==> config.mk <==
export PLATFORM = sky130hd
export DESIGN_NAME = mem_access_unit
export DESIGN_NICKNAME = d
export VERILOG_FILES = /design/src/rtl/mem_pkg.sv /design/src/rtl/mem_load_align.sv /design/src/rtl/mem_access_unit.sv
export SDC_FILE = /design/constraint.sdc
export NUM_CORES = 1
export LEC_CHECK = 0
export CORE_AREA = 4 4 115 117
export CTS_BUF_LIST = sky130_fd_sc_hd__clkbuf_4 sky130_fd_sc_hd__clkbuf_8 sky130_fd_sc_hd__clkbuf_16
export CTS_CLUSTER_SIZE = 8
export DETAILED_ROUTE_END_ITERATION = 16
export DIE_AREA = 0 0 119 121
export HOLD_SLACK_MARGIN = 0.03
export PLACE_DENSITY = 0.85
export SYNTH_ARGS = -nofsm -noshare
export SYNTH_HDL_FRONTEND = slang
export SYNTH_SLANG_ARGS = --single-unit
==> constraint.sdc <==
create_clock -name clk -period 5.3 [get_ports clk]
set_input_delay 1.06 -clock clk [delete_from_list [all_inputs] [get_ports clk]]
set_output_delay 1.06 -clock clk [all_outputs]
set_load 0.02 [all_outputs]
==> src/rtl/mem_pkg.sv <==
// Shared types and helpers for the data-memory access stage: access sizes,
// FSM states, and the byte-lane encoding used on the data-memory bus.
package mem_pkg;

  typedef enum logic [1:0] {
    MEM_BYTE     = 2'b00,
    MEM_HALF     = 2'b01,
    MEM_WORD     = 2'b10,
    MEM_WORD_ALT = 2'b11
  } mem_size_t;

  typedef enum logic [1:0] {
    ST_IDLE  = 2'b00,
    ST_BUSY  = 2'b01,
    ST_DONE  = 2'b10,
    ST_FAULT = 2'b11
  } mas_state_t;

  localparam int DEFAULT_MEM_TIMEOUT = 16;

  function automatic logic is_misaligned(input mem_size_t size, input logic [1:0] lane);
    logic mis;
    case (size)
      MEM_BYTE: mis = 1'b0;
      MEM_HALF: mis = lane[0];
      default:  mis = (lane != 2'b00);
    endcase
    return mis;
  endfunction

  function automatic logic [3:0] byte_enable(input mem_size_t size, input logic [1:0] lane);
    logic [3:0] be;
    case (size)
      MEM_BYTE: be = 4'b0001 << lane;
      MEM_HALF: be = lane[1] ? 4'b1100 : 4'b0011;
      default:  be = 4'b1111;
    endcase
    return be;
  endfunction

  // Narrow stores are replicated across the word so the byte enables alone pick the lane.
  function automatic logic [31:0] store_lanes(input mem_size_t size, input logic [31:0] data);
    logic [31:0] lanes;
    case (size)
      MEM_BYTE: lanes = {4{data[7:0]}};
      MEM_HALF: lanes = {2{data[15:0]}};
      default:  lanes = data;
    endcase
    return lanes;
  endfunction

endpackage

==> src/rtl/mem_load_align.sv <==
// Load formatting: picks the addressed byte/half lane out of the bus word and
// sign- or zero-extends it to 32 bits.
module mem_load_align
  import mem_pkg::*;
(
  input  logic [31:0] rdata,
  input  logic [1:0]  lane,
  input  mem_size_t   size,
  input  logic        is_unsigned,
  output logic [31:0] result
);

  logic [7:0]  byte_sel;
  logic [15:0] half_sel;
  logic        byte_sign;
  logic        half_sign;

  always_comb begin
    byte_sel  = rdata[{lane, 3'b000} +: 8];
    half_sel  = lane[1] ? rdata[31:16] : rdata[15:0];
    byte_sign = ~is_unsigned & byte_sel[7];
    half_sign = ~is_unsigned & half_sel[15];
    case (size)
      MEM_BYTE: result = {{24{byte_sign}}, byte_sel};
      MEM_HALF: result = {{16{half_sign}}, half_sel};
      default:  result = rdata;
    endcase
  end

endmodule

==> src/rtl/mem_access_unit.sv <==
// MEM pipeline stage: runs one req/ack data-memory transaction per load/store,
// stalls the pipeline while it is outstanding, and raises a sticky fault.
module mem_access_unit
  import mem_pkg::*;
#(
  parameter int TIMEOUT = DEFAULT_MEM_TIMEOUT
) (
  input  logic        clk,
  input  logic        rst_n,
  input  logic        in_valid,
  input  logic        mem_read,
  input  logic        mem_write,
  input  logic [1:0]  mem_size,
  input  logic        mem_unsigned,
  input  logic [31:0] addr,
  input  logic [31:0] store_data,
  input  logic        halted_in,
  output logic        dmem_req,
  output logic        dmem_we,
  output logic [31:0] dmem_addr,
  output logic [31:0] dmem_wdata,
  output logic [3:0]  dmem_be,
  input  logic [31:0] dmem_rdata,
  input  logic        dmem_ack,
  output logic [31:0] read_data,
  output logic        stall,
  output logic        fault,
  output logic        halted_out
);

  localparam int CW = $clog2(TIMEOUT) + 1;
  localparam logic [CW-1:0] CNT_LAST = CW'(TIMEOUT - 1);

  mas_state_t    state_reg, state_next;
  logic [CW-1:0] count_reg, count_next;
  logic [31:0]   read_data_reg;

  // Request fields captured on entry to BUSY so the bus stays stable.
  logic          req_we_reg;
  logic          req_load_reg;
  logic [29:0]   req_word_reg;
  logic [3:0]    req_be_reg;
  logic [31:0]   req_wdata_reg;
  mem_size_t     req_size_reg;
  logic          req_unsigned_reg;
  logic [1:0]    req_lane_reg;

  mem_size_t     size_in;
  logic          access;
  logic          misaligned;
  logic          start;
  logic          capture;
  logic [31:0]   load_result;

  assign size_in    = mem_size_t'(mem_size);
  assign access     = in_valid & (mem_read | mem_write) & ~halted_in;
  assign misaligned = is_misaligned(size_in, addr[1:0]);
  assign start      = (state_reg == ST_IDLE) & access & ~misaligned;

  mem_load_align u_load_align (
    .rdata       (dmem_rdata),
    .lane        (req_lane_reg),
    .size        (req_size_reg),
    .is_unsigned (req_unsigned_reg),
    .result      (load_result)
  );

  always_ff @(posedge clk or negedge rst_n) begin
    if (!rst_n) begin
      state_reg <= ST_IDLE;
      count_reg <= '0;
    end else begin
      state_reg <= state_next;
      count_reg <= count_next;
    end
  end

  always_ff @(posedge clk or negedge rst_n) begin
    if (!rst_n) begin
      req_we_reg       <= 1'b0;
      req_load_reg     <= 1'b0;
      req_word_reg     <= '0;
      req_be_reg       <= '0;
      req_wdata_reg    <= '0;
      req_size_reg     <= MEM_BYTE;
      req_unsigned_reg <= 1'b0;
      req_lane_reg     <= '0;
    end else if (start) begin
      req_we_reg       <= mem_write;
      req_load_reg     <= mem_read;
      req_word_reg     <= addr[31:2];
      req_be_reg       <= byte_enable(size_in, addr[1:0]);
      req_wdata_reg    <= store_lanes(size_in, store_data);
      req_size_reg     <= size_in;
      req_unsigned_reg <= mem_unsigned;
      req_lane_reg     <= addr[1:0];
    end
  end

  always_ff @(posedge clk or negedge rst_n) begin
    if (!rst_n) begin
      read_data_reg <= '0;
    end else if (capture) begin
      read_data_reg <= load_result;
    end
  end

  always_comb begin
    state_next = state_reg;
    count_next = count_reg;
    capture    = 1'b0;
    dmem_req   = 1'b0;
    dmem_we    = 1'b0;
    dmem_addr  = '0;
    dmem_wdata = '0;
    dmem_be    = '0;
    stall      = 1'b0;
    case (state_reg)
      ST_IDLE: begin
        count_next = '0;
        if (access) begin
          if (misaligned) begin
            state_next = ST_FAULT;
          end else begin
            dmem_req   = 1'b1;
            dmem_we    = mem_write;
            dmem_addr  = {addr[31:2], 2'b00};
            dmem_be    = byte_enable(size_in, addr[1:0]);
            dmem_wdata = store_lanes(size_in, store_data);
            stall      = 1'b1;
            state_next = ST_BUSY;
          end
        end
      end
      ST_BUSY: begin
        dmem_req   = 1'b1;
        dmem_we    = req_we_reg;
        dmem_addr  = {req_word_reg, 2'b00};
        dmem_be    = req_be_reg;
        dmem_wdata = req_wdata_reg;
        stall      = 1'b1;
        // Ack takes priority over a timeout landing in the same cycle.
        if (dmem_ack) begin
          capture    = req_load_reg;
          count_next = '0;
          state_next = ST_DONE;
        end else if (count_reg == CNT_LAST) begin
          state_next = ST_FAULT;
        end else begin
          count_next = count_reg + CW'(1);
        end
      end
      ST_DONE: begin
        state_next = ST_IDLE;
      end
      default: begin
        state_next = ST_FAULT;
      end
    endcase
    // Keep the bus quiet for the whole reset pulse, even with a live EX/MEM entry.
    if (!rst_n) begin
      dmem_req   = 1'b0;
      dmem_we    = 1'b0;
      dmem_addr  = '0;
      dmem_wdata = '0;
      dmem_be    = '0;
      stall      = 1'b0;
    end
  end

  assign read_data  = read_data_reg;
  assign fault      = (state_reg == ST_FAULT);
  assign halted_out = halted_in | fault;

endmodule

# After elaboration in Yosys (flattened, before gate mapping)
# Cells that the tools add are included.
dict set report classes {
  bitwise 11
  mux 36
  n_addsub 1
  n_reduce_logical 7
  shifts 2
  eq_ne 9
}
# op n
set ops {}
lappend ops {{case mux 32 bit (2 select lines)} 4}
lappend ops {{two-way mux 32 bit} 6}
lappend ops {{indexed part select 32 x 6 -> 8 bit} 1}
lappend ops {{two-way mux 16 bit} 1}
lappend ops {{two-way mux 4 bit} 4}
lappend ops {{case mux 4 bit (2 select lines)} 2}
lappend ops {{two-way mux 5 bit} 2}
lappend ops {{case mux 5 bit (2 select lines)} 1}
lappend ops {{two-way mux 1 bit} 8}
lappend ops {{two-way mux 2 bit} 4}
lappend ops {{bitwise AND 1 bit} 6}
lappend ops {{== test 2 x 1 -> 1 bit (second input constant)} 3}
lappend ops {{zero test 2 bit} 3}
lappend ops {{inequality test 3 bit (second input constant)} 2}
lappend ops {{case mux 1 bit (2 select lines)} 3}
lappend ops {{case mux 2 bit (3 select lines)} 1}
lappend ops {{adder 5 x 1 -> 5 bit (second input constant)} 1}
lappend ops {{== test 5 x 4 -> 1 bit (second input constant)} 1}
lappend ops {{== test 2 bit (second input constant)} 2}
lappend ops {{AND reduction 2 bit} 2}
lappend ops {{nonzero test 2 bit} 2}
lappend ops {{left shift 1 x 2 -> 4 bit (first input constant)} 1}
lappend ops {{inverter 1 bit} 3}
lappend ops {{inequality test 2 bit (second input constant)} 1}
lappend ops {{OR 1 bit} 2}
dict set report word_totals {
  regBits 112
  input_bits 106
  word_cells 77
}

# Depth between registers and ports, before layout
dict set report depth {
  word_depth 6
  mapped_depth 8
}

# Modules after synthesis
# From an unflattened synthesis, not the netlist that was laid out.
dict set report hier_totals {
  hier_cells 659
  hier_area_um2 6471.2
}
# module n_inst cells_each area_each_um2
set modules_own_cells {}
lappend modules_own_cells {mem_access_unit 1 537 5776.8}
lappend modules_own_cells {mem_load_align 1 122 694.4}

# Worst setup path after synthesis
# OpenSTA, ideal clock, no wires.
dict set report synth_timing {
  path_type {in2out}
  from {in addr[0]}
  to {out stall}
  required_time_ns 4.240
  slack_ns 1.515
  cell_stages 8
  path_buffers 4
  t_arrival_ns 2.725
  cell_sequence {buf_2 > a21oi_1 > clkbuf_1 > or2_2 > nand2_1 > clkbuf_1 > a21oi_1 > buf_4}
}
dict set report synth_via {
  elab_chain_len 6
}
# element line_no
set synth_lines {}
lappend synth_lines {{from (decl)} mem_access_unit.sv:15} ;# input logic [31:0] addr,
lappend synth_lines {{nonzero test 2 bit} mem_pkg.sv:26} ;# default: mis = (lane != 2'b00);
lappend synth_lines {{case mux 1 bit (2 select lines) (*)} mem_pkg.sv:23} ;# case (size)
lappend synth_lines {{two-way mux 1 bit (*) (2 in series)} -}
lappend synth_lines {{case mux 1 bit (2 select lines) (*)} -}
lappend synth_lines {{two-way mux 1 bit (*)} -}
lappend synth_lines {{to (decl)} mem_access_unit.sv:26} ;# output logic stall,
# Every way passes the cells marked *; elsewhere a longest branch is shown, timed or not.

# Worst setup path in the final report
dict set report layout_timing {
  from {in mem_write}
  to {out dmem_wdata[8]}
}
dict set report layout_via {
  elab_chain_len 6
}
# element line_no
set layout_lines {}
lappend layout_lines {{from (decl)} mem_access_unit.sv:12} ;# input logic mem_write,
lappend layout_lines {{OR 1 bit} mem_access_unit.sv:56} ;# assign access = in_valid & (mem_read | mem_write) & ~halted_in;
lappend layout_lines {{bitwise AND 1 bit (2 in series)} mem_access_unit.sv:56}
lappend layout_lines {{two-way mux 32 bit} mem_access_unit.sv:121} ;# if (access) begin
lappend layout_lines {{case mux 32 bit (2 select lines)} mem_access_unit.sv:118} ;# case (state_reg)
lappend layout_lines {{two-way mux 32 bit} mem_access_unit.sv:161} ;# if (!rst_n) begin
lappend layout_lines {{to (decl)} mem_access_unit.sv:21} ;# output logic [31:0] dmem_wdata,
# No other way between the ends.

==> results.md <==
* Status: finished clean
* Power per cell area at 486 nW/um2
* Avg Cell Area, Syn at 10.1 um2
* Synth area leaders: dfrtp_1 (48%), mux2_2 (12%), a22o_1 (8.5%)
* Tcrit/Tclk final at 95.6%
* Final Net Count at 877
* Reg2reg path depth at 5
* Final Hold Vio Count at 0
* CP Capture Type: output pin
* Count of cell types in the netlist at 45
* Final Max Slew Viols at 0
* Buffers on Ports at 208
* Leakage Power at 3.41 nW
* Die height at 121 um
* Hold depth at 2
* Global Route Usage Sum at 25.9%
* Number of global-route vias before repair at 5697
* Final WL at 18500 um
* H-Tree Depth at 3
* Cts bufs inserted at 9
* GRT overflow at 0
* CP arrival at 4.01 ns
* Hold-fix buffers, CTS at 0
* Antenna violations before repair at 0
* Sequential-to-total area share from yosys stat at 47.8%
* Critical path launch point type: input port
* Yosys top cell area share at 47.8%
* Post-CTS sizing at 0
* Yosys warnings at 0
* CTS tree: done
* R2r endpoint: req_word_reg[28]
* Placeable core area at 12400 um2
* GPL Wtd Cong at 0.918
* Die X-Extent at 119 um
* Worst Path Required at 4.24 ns
* Synth-to-layout area growth at 43.8%
* Sink Count at 112
* Full die area at 14400 um2
* Syn Std Cell Area at 5860 um2
* Boundary pin count at 211
* Starting Density at 47.4%
* Clock latency at the later pin of the worst-skew pair at 0.36 ns
* R2r startpoint: state_reg[0]
* Final min period at 5.07 ns
* Synth cell count leaders: dfrtp_1 (112), nand2_1 (84), o21ai_0 (65), mux2_2 (61), a22o_1 (57)
* Number of synthesized flops with an enable pin at 0
* WL per Instance at 19.6 um
* Post-synth top area cell: dfrtp_1
* Worst-case clock buffer depth at 2
* Final Util at 68.2%
* Setup Fix Bufs, Post-CTS at 0
* FFs w/ async S/R, synth at 100%
* Antenna fix cells at 0
* Worst setup path class: input port to output pin
* Initial DRC count at 488
* Worst slew margin at 20.4%
* FMAX at 197 MHz
* CP max FO at 9
* TritonRoute pass-1 iters at 8
* Worst Setup EP: dmem_wdata[8]
* Mapped Cells at 582
* RSZ-0062 raised after global routing: no
* Yosys reg bits at 112
* DRC Markers at 0
* Half-perimeter wire length after detailed placement at 13400 um
* Post-Route Setup TNS at 0 ns
* Max Cap Viol at 0
* Worst Skew at 0.00673 ns
* Peak VDD IR at 238 uV
* Critical Path Source: mem_write
* Clk Tree Root Cell: clkbuf_16
* CTS clk-pin slew, worst paths at 0.07 ns
* Via/cell ratio at 5.83
* Largest net degree at the start of global routing at 64
* Primary FF master, synth: dfrtp_1
* DRT antenna net count at 0
* Final Setup Violations at 0
* Vias at 5519
* Row cnt at 41
* First-pass GRT wire length at 29700 um
* Share of cells above drive strength 1 at 13.8%
* Count leader, synth: dfrtp_1
* Register-to-register setup slack at 2.32 ns
* Worst min-delay path class: register to register
* Worst Tran Pin Value at 1.19 ns
-- through the flow --
| stage | instances | total power, W | setup slack, ns | area (um2) | hold WS, ns |
|---|---|---|---|---|---|
| floorplan | 583 | 0.00253 | 1.52 | 5870 | 0.450 |
| global placement | 930 | 0.00323 | 0.305 | 8090 | 0.465 |
| detailed placement | 930 | 0.00332 | 0.301 | 8090 | 0.472 |
| CTS | 946 | 0.00410 | 0.274 | 8430 | 0.488 |
| global route | 946 | 0.00432 | 0.0893 | 8430 | 0.529 |
| finish | 946 | 0.00410 | 0.234 | 8430 | 0.479 |
-- metal layers --
| metal | share of wire (%) | up-vias | wire length (um) | GRT usage [%] |
|---|---|---|---|---|
| li1 | - | 2469 | - | - |
| met1 | 40 | 2681 | 7440 | 32.8 |
| met2 | 46 | 334 | 8550 | 40.8 |
| met3 | 10 | 35 | 1920 | 7.55 |
| met4 | 3.4 | 0 | 637 | 12.7 |
| met5 | 0 | - | 0 | 0 |
-- final cells by class --
class	instances	area, um2
fill	934	3930
multi-input combinational	416	2840
sequential	112	2800
timing repair buffer	225	2220
clock buffer	14	282
tap	172	215
clock inverter	2	60.1
inverter	5	18.8
-- cells by family (layout without fill, tap and decap cells) --
group                    count (synthesis)  count (layout)  share of synthesized area [%]
AO/OA/AOI/OAI                          180             180                           20.2
adder cells (fa/ha/maj)                  2               2                          0.427
other                                    1               2                         0.0639
flip-flops                             112             112                           47.8
multiplexers                            81              81                           15.3
AND/OR/NAND/NOR                        149             149                           11.6
XOR/XNOR                                 2               2                          0.299
buffers and inverters                   55             246                           4.33
-- how the worst min path moves through the flow --
stage                           startpoint          endpoint  slack, ns
after floorplan               count_reg[4]      count_reg[4]       0.45
after global placement        count_reg[4]      count_reg[4]       0.47
after detailed placement      read_data[3]      read_data[3]       0.47
after CTS                     read_data[3]      read_data[3]       0.49
after global routing      req_word_reg[28]  req_word_reg[28]       0.53
final                         read_data[3]      read_data[3]       0.48
-- worst max-delay path, cell delays in order --
cell and delay (ns):
clkdlybuf4s50_1 0.51, o21ai_1 0.17, or4_1 0.50, or3_1 0.53
o21ai_0 0.51, clkdlybuf4s50_1 0.72
-- placed cells by master, fill, tap and decap left out, drive strengths merged, types with 2 or more instances in the layout --
cell and n:
a21oi 40, a222oi 6, a22o 57, buf 18, bufinv 2, clkbuf 14
clkdlybuf4s50 207, conb 2, dfrtp 112, ha 2, inv 5, mux2 61
mux2i 19, nand2 84, nand2b 3, nand3b 8, nor2 27, nor2b 3
nor3 2, nor3b 3, nor4 3, o21ai 66, o21bai 2, or2 4
or3 4, or4 2, xnor2 2
-- power breakdown --
group | leakage, nW | total (W) | switching [W] | internal [W]
sequential | 1.36 | 0.00159 | 0.000326 | 0.00126
clock | 0.170 | 0.000777 | 0.000313 | 0.000464
combinational | 1.88 | 0.00173 | 0.000855 | 0.000874
total | 3.41 | 0.00410 | 0.00149 | 0.00260
Power figures use the tool's default switching activity.
